### src/rtl/mips_rtype_sequencer_if.sv
// mips_rtype_sequencer_if: host load stream and result stream of the R-type sequencer
interface mips_rtype_sequencer_if #(
   parameter int IDX_W = 4
);
   logic             load_valid;
   logic             load_ready;
   logic [31:0]      load_data;
   logic             res_valid;
   logic             res_ready;
   logic [31:0]      res_data;
   logic [IDX_W-1:0] res_tag;
   modport master (
      output load_valid, load_data, res_ready,
      input  load_ready, res_valid, res_data, res_tag
   );
   modport slave (
      input  load_valid, load_data, res_ready,
      output load_ready, res_valid, res_data, res_tag
   );
endinterface

### src/rtl/mips_rtype_sequencer.sv
// mips_rtype_sequencer: buffers R-type words, issues them to mips_core and streams tagged results
module mips_rtype_sequencer #(
   parameter int DEPTH  = 16,
   parameter int SETTLE = 1,
   parameter int IDX_W  = 4
) (
   input  logic                 clk,
   input  logic                 rst_n,
   mips_rtype_sequencer_if.slave bus,
   input  logic                 start,
   input  logic                 abort,
   output logic [31:0]          core_instr,
   input  logic [31:0]          core_result,
   output logic                 busy,
   output logic                 done,
   output logic                 err_illegal,
   output logic [IDX_W:0]       exec_count
);
   localparam int CW = $clog2(SETTLE + 1);
   typedef enum logic [1:0] {IDLE, ISSUE, CAPTURE, DONE} state_t;
   state_t           state;
   logic [31:0]      mem [DEPTH];
   logic [IDX_W-1:0] wr_ptr, rd_ptr, rd_nxt, res_tag;
   logic [IDX_W:0]   fill;
   logic [CW-1:0]    cnt;
   logic [31:0]      res_data, cur, nxt;
   logic             res_valid, load_ok, last, illegal, hs;
   assign rd_nxt         = rd_ptr + 1'b1;
   assign cur            = mem[rd_ptr];
   assign nxt            = mem[rd_nxt];
   assign last           = {1'b0, rd_ptr} == fill - 1'b1;
   assign illegal        = |cur[31:26];
   assign hs             = res_valid & bus.res_ready;
   assign bus.load_ready = state == IDLE && !fill[IDX_W];
   assign load_ok        = bus.load_valid && bus.load_ready && !abort;
   assign bus.res_valid  = res_valid;
   assign bus.res_data   = res_data;
   assign bus.res_tag    = res_tag;
   assign busy           = state != IDLE;
   always_ff @(posedge clk)
      if (load_ok) mem[wr_ptr] <= bus.load_data;
   always_ff @(posedge clk or negedge rst_n) begin
      if (!rst_n) begin
         state       <= IDLE;
         wr_ptr      <= '0;
         rd_ptr      <= '0;
         fill        <= '0;
         cnt         <= '0;
         core_instr  <= '0;
         res_valid   <= 1'b0;
         res_data    <= '0;
         res_tag     <= '0;
         done        <= 1'b0;
         err_illegal <= 1'b0;
         exec_count  <= '0;
      end else if (abort) begin
         state      <= IDLE;
         wr_ptr     <= '0;
         rd_ptr     <= '0;
         fill       <= '0;
         cnt        <= '0;
         core_instr <= '0;
         res_valid  <= 1'b0;
         done       <= 1'b0;
      end else begin
         done <= 1'b0;
         case (state)
            IDLE: begin
               if (load_ok) begin
                  wr_ptr <= wr_ptr + 1'b1;
                  fill   <= fill + 1'b1;
               end
               if (start) begin
                  exec_count <= '0;
                  rd_ptr     <= '0;
                  cnt        <= '0;
                  if (|fill || load_ok) begin
                     state       <= ISSUE;
                     err_illegal <= 1'b0;
                  end else begin
                     state <= DONE;
                     done  <= 1'b1;
                  end
               end
            end
            ISSUE: begin
               if (illegal) begin
                  err_illegal <= 1'b1;
                  cnt         <= '0;
                  if (last) begin
                     state      <= DONE;
                     done       <= 1'b1;
                     core_instr <= '0;
                  end else rd_ptr <= rd_nxt;
               end else begin
                  core_instr <= cur;
                  // cnt counts cycles core_instr has already been held stable
                  if (cnt == CW'(SETTLE)) begin
                     res_valid <= 1'b1;
                     res_data  <= core_result;
                     res_tag   <= rd_ptr;
                     cnt       <= '0;
                     state     <= CAPTURE;
                  end else cnt <= cnt + 1'b1;
               end
            end
            CAPTURE: begin
               if (hs) begin
                  res_valid  <= 1'b0;
                  exec_count <= exec_count + 1'b1;
                  if (last) begin
                     state      <= DONE;
                     done       <= 1'b1;
                     core_instr <= '0;
                  end else begin
                     // preload the next word on the handshake so results keep a SETTLE+1 cadence
                     rd_ptr     <= rd_nxt;
                     core_instr <= nxt;
                     cnt        <= CW'(1);
                     state      <= ISSUE;
                  end
               end
            end
            default: begin
               state      <= IDLE;
               fill       <= '0;
               wr_ptr     <= '0;
               core_instr <= '0;
            end
         endcase
      end
   end
endmodule
### src/flat_wrapper.sv
// flat-port wrapper written by rule: the top's interface ports become plain ports
module mips_rtype_sequencer_flat 
#(
   parameter int DEPTH  = 16,
   parameter int SETTLE = 1,
   parameter int IDX_W  = 4
)
  (clk, rst_n, start, abort, core_instr, core_result, busy, done, err_illegal, exec_count, bus_load_valid, bus_load_data, bus_res_ready, bus_load_ready, bus_res_valid, bus_res_data, bus_res_tag);
  mips_rtype_sequencer_if #(.IDX_W(IDX_W)) bus_i ();
  input  logic clk;
  input  logic rst_n;
  input  logic start;
  input  logic abort;
  output logic [31:0] core_instr;
  input  logic [31:0] core_result;
  output logic busy;
  output logic done;
  output logic err_illegal;
  output logic [IDX_W:0] exec_count;
  input wire logic [$bits(bus_i.load_valid)-1:0] bus_load_valid;
  input wire logic [$bits(bus_i.load_data)-1:0] bus_load_data;
  input wire logic [$bits(bus_i.res_ready)-1:0] bus_res_ready;
  output wire logic [$bits(bus_i.load_ready)-1:0] bus_load_ready;
  output wire logic [$bits(bus_i.res_valid)-1:0] bus_res_valid;
  output wire logic [$bits(bus_i.res_data)-1:0] bus_res_data;
  output wire logic [$bits(bus_i.res_tag)-1:0] bus_res_tag;
  assign bus_i.load_valid = bus_load_valid;
  assign bus_i.load_data = bus_load_data;
  assign bus_i.res_ready = bus_res_ready;
  assign bus_load_ready = bus_i.load_ready;
  assign bus_res_valid = bus_i.res_valid;
  assign bus_res_data = bus_i.res_data;
  assign bus_res_tag = bus_i.res_tag;
  mips_rtype_sequencer #(.DEPTH(DEPTH), .SETTLE(SETTLE), .IDX_W(IDX_W)) u_core (.clk(clk), .rst_n(rst_n), .bus(bus_i), .start(start), .abort(abort), .core_instr(core_instr), .core_result(core_result), .busy(busy), .done(done), .err_illegal(err_illegal), .exec_count(exec_count));
endmodule
### config.mk
export PLATFORM = sky130hd
export DESIGN_NAME = mips_rtype_sequencer_flat
export DESIGN_NICKNAME = d
export VERILOG_FILES = /design/src/rtl/mips_rtype_sequencer_if.sv /design/src/rtl/mips_rtype_sequencer.sv /design/src/flat_wrapper.sv
export SDC_FILE = /design/constraint.sdc
export NUM_CORES = 1
export LEC_CHECK = 0
export ABC_CLOCK_PERIOD_IN_PS = 11400
export BUFFER_PORTS_ARGS = -buffer_cell sky130_fd_sc_hd__buf_2
export CORE_AREA = 3 3 230 232
export DETAILED_ROUTE_END_ITERATION = 7
export DIE_AREA = 0 0 233 235
export PLACE_DENSITY = 0.69
export SYNTH_ARGS = -nofsm -noshare
export SYNTH_HDL_FRONTEND = slang
export SYNTH_SLANG_ARGS = --single-unit
### constraint.sdc
create_clock -name clk -period 11.4 [get_ports clk]
set_clock_uncertainty 0.1 [all_clocks]
set_input_delay 1.71 -clock clk [delete_from_list [all_inputs] [get_ports clk]]
set_output_delay 1.71 -clock clk [all_outputs]
set_load 0.02 [all_outputs]
==> run_results.csv <==
group,metric,value,unit
outcome,status,"completed",
global_route,grt_pass1_wl,104000,um
die,rows,83,
clock_network,htreeDepth,2,
synth,ys_seq_area_share,63.3,%
layout,fill_cells,3597,
worst_setup_path,endpoint_kind,"flop",
clock_network,clk_pin_slew,0.06,ns
worst_setup_path,crit_buf_inv,1,
clock_network,cts_root_buf,"clkbuf_16",
layout,final_common_cell,"edfxtp_1",
place,port_buffers,147,
die,floorplan.die_area,54800,um^2
layout,layout.nets,1811,
synth,synth-async-reset-ratio,15.2,%
synth,synth_cell_types,58,
timing,finalSetupViolCount,0,
power,p_sw_share,27.5,%
timing,period_minus_slack,4.93,ns
route,wl_per_cell,28.1,um
route,first_pass_iters,5,
global_route,overflow,0,
timing,slew_violations,0,
clock_network,clockBufferDepth,3,
layout,most-common-layout-cells,"edfxtp_1, mux4_2, nand2_1",
clock_network,cts_tree,"built",
worst_hold_path,min_path_type,"flop to flop",
timing,hold_viol,0,
place,dpl.hpwl,38300,um
clock_network,clock_sinks,604,
synth,synth-seq-cells,604,
power,cellLeakagePower,11.1,nW
worst_setup_path,critPathArrivalTime,5.33,ns
worst_setup_path,cp_slowest_cell,"buf_4",
place,gp_congestion,0.828,
power,power.internal,0.00439,W
worst_setup_path,crit_chain,"buf_4 -> or2_2 -> o31ai_1 -> or4_1 -> nor4_4 -> a21o_2 -> nand4_4 -> mux2_4",
worst_setup_path,slowest_delay,0.82,ns
layout,multiInputGateArea,9750,um^2
worst_setup_path,worst-path-max-fanout,61,
synth,synth_area_per_cell,17.5,um^2
layout,drive_above_1_share,34.7,%
clock_network,cts_hold_buf,0,
synth,ys.flop_type,"edfxtp_1",
worst_setup_path,r2r_setup_slack,6.47,ns
clock_network,ctsResizeCount,0,
worst_setup_path,criticalPathCategory,"flop to flop",
synth,synth-edff-count,512,
synth,synthCells,1595,
job,maxCapViolations,0,
timing,period_share,43.2,%
synth,syn_nets,1677,
clock_network,cts_setup_buffers,0,
global_route,grt_usage,25.6,%
synth,netlist_area,27900,um^2
clock_network,clk_latency,0.63,ns
timing,tightest_slew,1.12,ns
layout,regArea,17700,um^2
worst_setup_path,startpoint_type,"flop",
power,p_seq_share,41.5,%
route,viasPerCell,6.56,
power,p_switching,0.00166,W
die,floorplan.die.width,233,um
route,wl,69300,um
timing,max_freq,203,MHz
route,drc_errors,0,
power,power,0.00605,W
route,num_vias,16200,
synth,yosys_warnings,0,
clock_network,cts_buffers,60,
timing,rsz0062_at_grt,"false",
power,power_frac_clock,35.3,%
die,start_util,54.6,%
global_route,grt_max_degree,66,
global_route,grt_pass1_vias,16400,
route,ant_nets,0,
global_route,antenna_found_initial,5,
die,core_area,51200,um^2
die,ios,148,
timing,slew_headroom,23.3,%
die,die_h,235,um
power,p_per_area,191,nW/um^2
timing,tns,0,ns
power,ir_worst_vdd,0.142,mV
worst_setup_path,crit_required,11.80,ns
layout,area.growth.synth_to_final,13.2,%
route,drtIter0Drc,1580,
worst_setup_path,cpLargestDelayFamily,"simple AND/OR/NAND/NOR gates",
power,comb_power_share,23.3,%
-- area by class of cell --
cell class	instances	share of cell area, %
repair buffers	183	3.19
well taps	680	2.69
inverters	44	0.522
multi-input cells	836	30.8
flip-flops and latches	604	55.9
diodes	2	0.0158
clock buffers	70	5.10
clock inverters	44	1.74
-- final timing paths --
kind	startpoint	cells past startpoint	endpoint
max	u_core.rd_ptr[1]	8	u_core.bus.res_data[6]
min	u_core.core_instr[21]	1	u_core.core_instr[21]
max reg2reg	u_core.rd_ptr[1]	8	u_core.bus.res_data[6]
min reg2reg	u_core.core_instr[21]	1	u_core.core_instr[21]
max in group asynchronous	rst_n	2	u_core.core_instr[6]
min in group asynchronous	rst_n	1	u_core.bus.res_tag[0]
-- cells in the mapped netlist, types with 8 or more instances --
cell | instances | area, um^2
edfxtp_1 | 512 | 15400
mux4_2 | 259 | 5830
nand2_1 | 178 | 668
dfrtp_1 | 92 | 2300
nor2_1 | 57 | 214
clkbuf_1 | 56 | 210
inv_1 | 44 | 165
nand3_1 | 38 | 190
buf_2 | 37 | 185
nor3_1 | 36 | 180
mux2_4 | 34 | 510
o211ai_1 | 29 | 218
mux2_1 | 26 | 293
o41ai_1 | 26 | 228
a21oi_1 | 17 | 85.1
o21ai_0 | 15 | 75.1
ha_1 | 12 | 150
mux2_2 | 9 | 101
nand2b_1 | 9 | 56.3
a211oi_1 | 8 | 60.1
o211a_1 | 8 | 80.1
-- routing by layer --
layer	GRT usage [%]	routed length [um]	share of wire, %
met1	36.2	27300	39
met2	41.7	34000	49
met3	4.35	6260	9.0
met4	7.37	1760	2.5
met5	0	38	0.055
-- registers in the layout (all words and copies together), names as in the netlist --
name and flops:
u_core.rd_ptr 4, u_core.bus.res_valid 1, u_core.mem 512, u_core.state 2
u_core.exec_count 5, u_core.bus.res_tag 4, u_core.bus.res_data 32, u_core.wr_ptr 4
u_core.fill 5, u_core.err_illegal 1, u_core.done 1, u_core.cnt 1
u_core.core_instr 32
-- stage by stage --
step / worst slack, ns / cell area [um^2] / hold WS (ns) / std cells / utilization (%)
after floorplan: 6.20 / 27900 / 0.438 / 1595 / -
after global placement: 6.49 / 29500 / 0.370 / 2347 / 57.5
after detailed placement: 6.44 / 29500 / 0.382 / 2347 / 57.5
after CTS: 6.43 / 31600 / 0.398 / 2461 / 61.8
after global routing: 6.12 / 31600 / 0.416 / 2462 / 61.8
final: 6.47 / 31600 / 0.391 / 2463 / 61.8
-- kinds of logic after synthesis --
| family | count (synthesis) | synth area share [%] |
|---|---|---|
| compound gates | 140 | 3.79 |
| xor+xnor | 12 | 0.376 |
| buf+inv | 155 | 2.49 |
| simple gates | 341 | 5.32 |
| fa+ha+maj | 12 | 0.537 |
| flops | 604 | 63.3 |
| mux | 331 | 24.2 |
-- worst reg2reg max path: stages (launching register included) --
cell and delay (ns):
dfrtp_4 0.80, buf_4 0.84, or2_2 0.38, o31ai_1 0.11
or4_1 0.58, nor4_4 0.52, a21o_2 0.22, nand4_4 0.67
mux2_4 0.59
-- power by group through the flow --
stage | Sequential, W | Clock [W] | Combinational, W
after floorplan | 0.00254 | 0 | 0.00109
after global placement | 0.00255 | 0 | 0.00140
after detailed placement | 0.00256 | 0 | 0.00141
final | 0.00251 | 0.00213 | 0.00141
after CTS | 0.00251 | 0.00217 | 0.00142
after global routing | 0.00252 | 0.00226 | 0.00153
No activity file was read; power rests on OpenSTA's default activity.
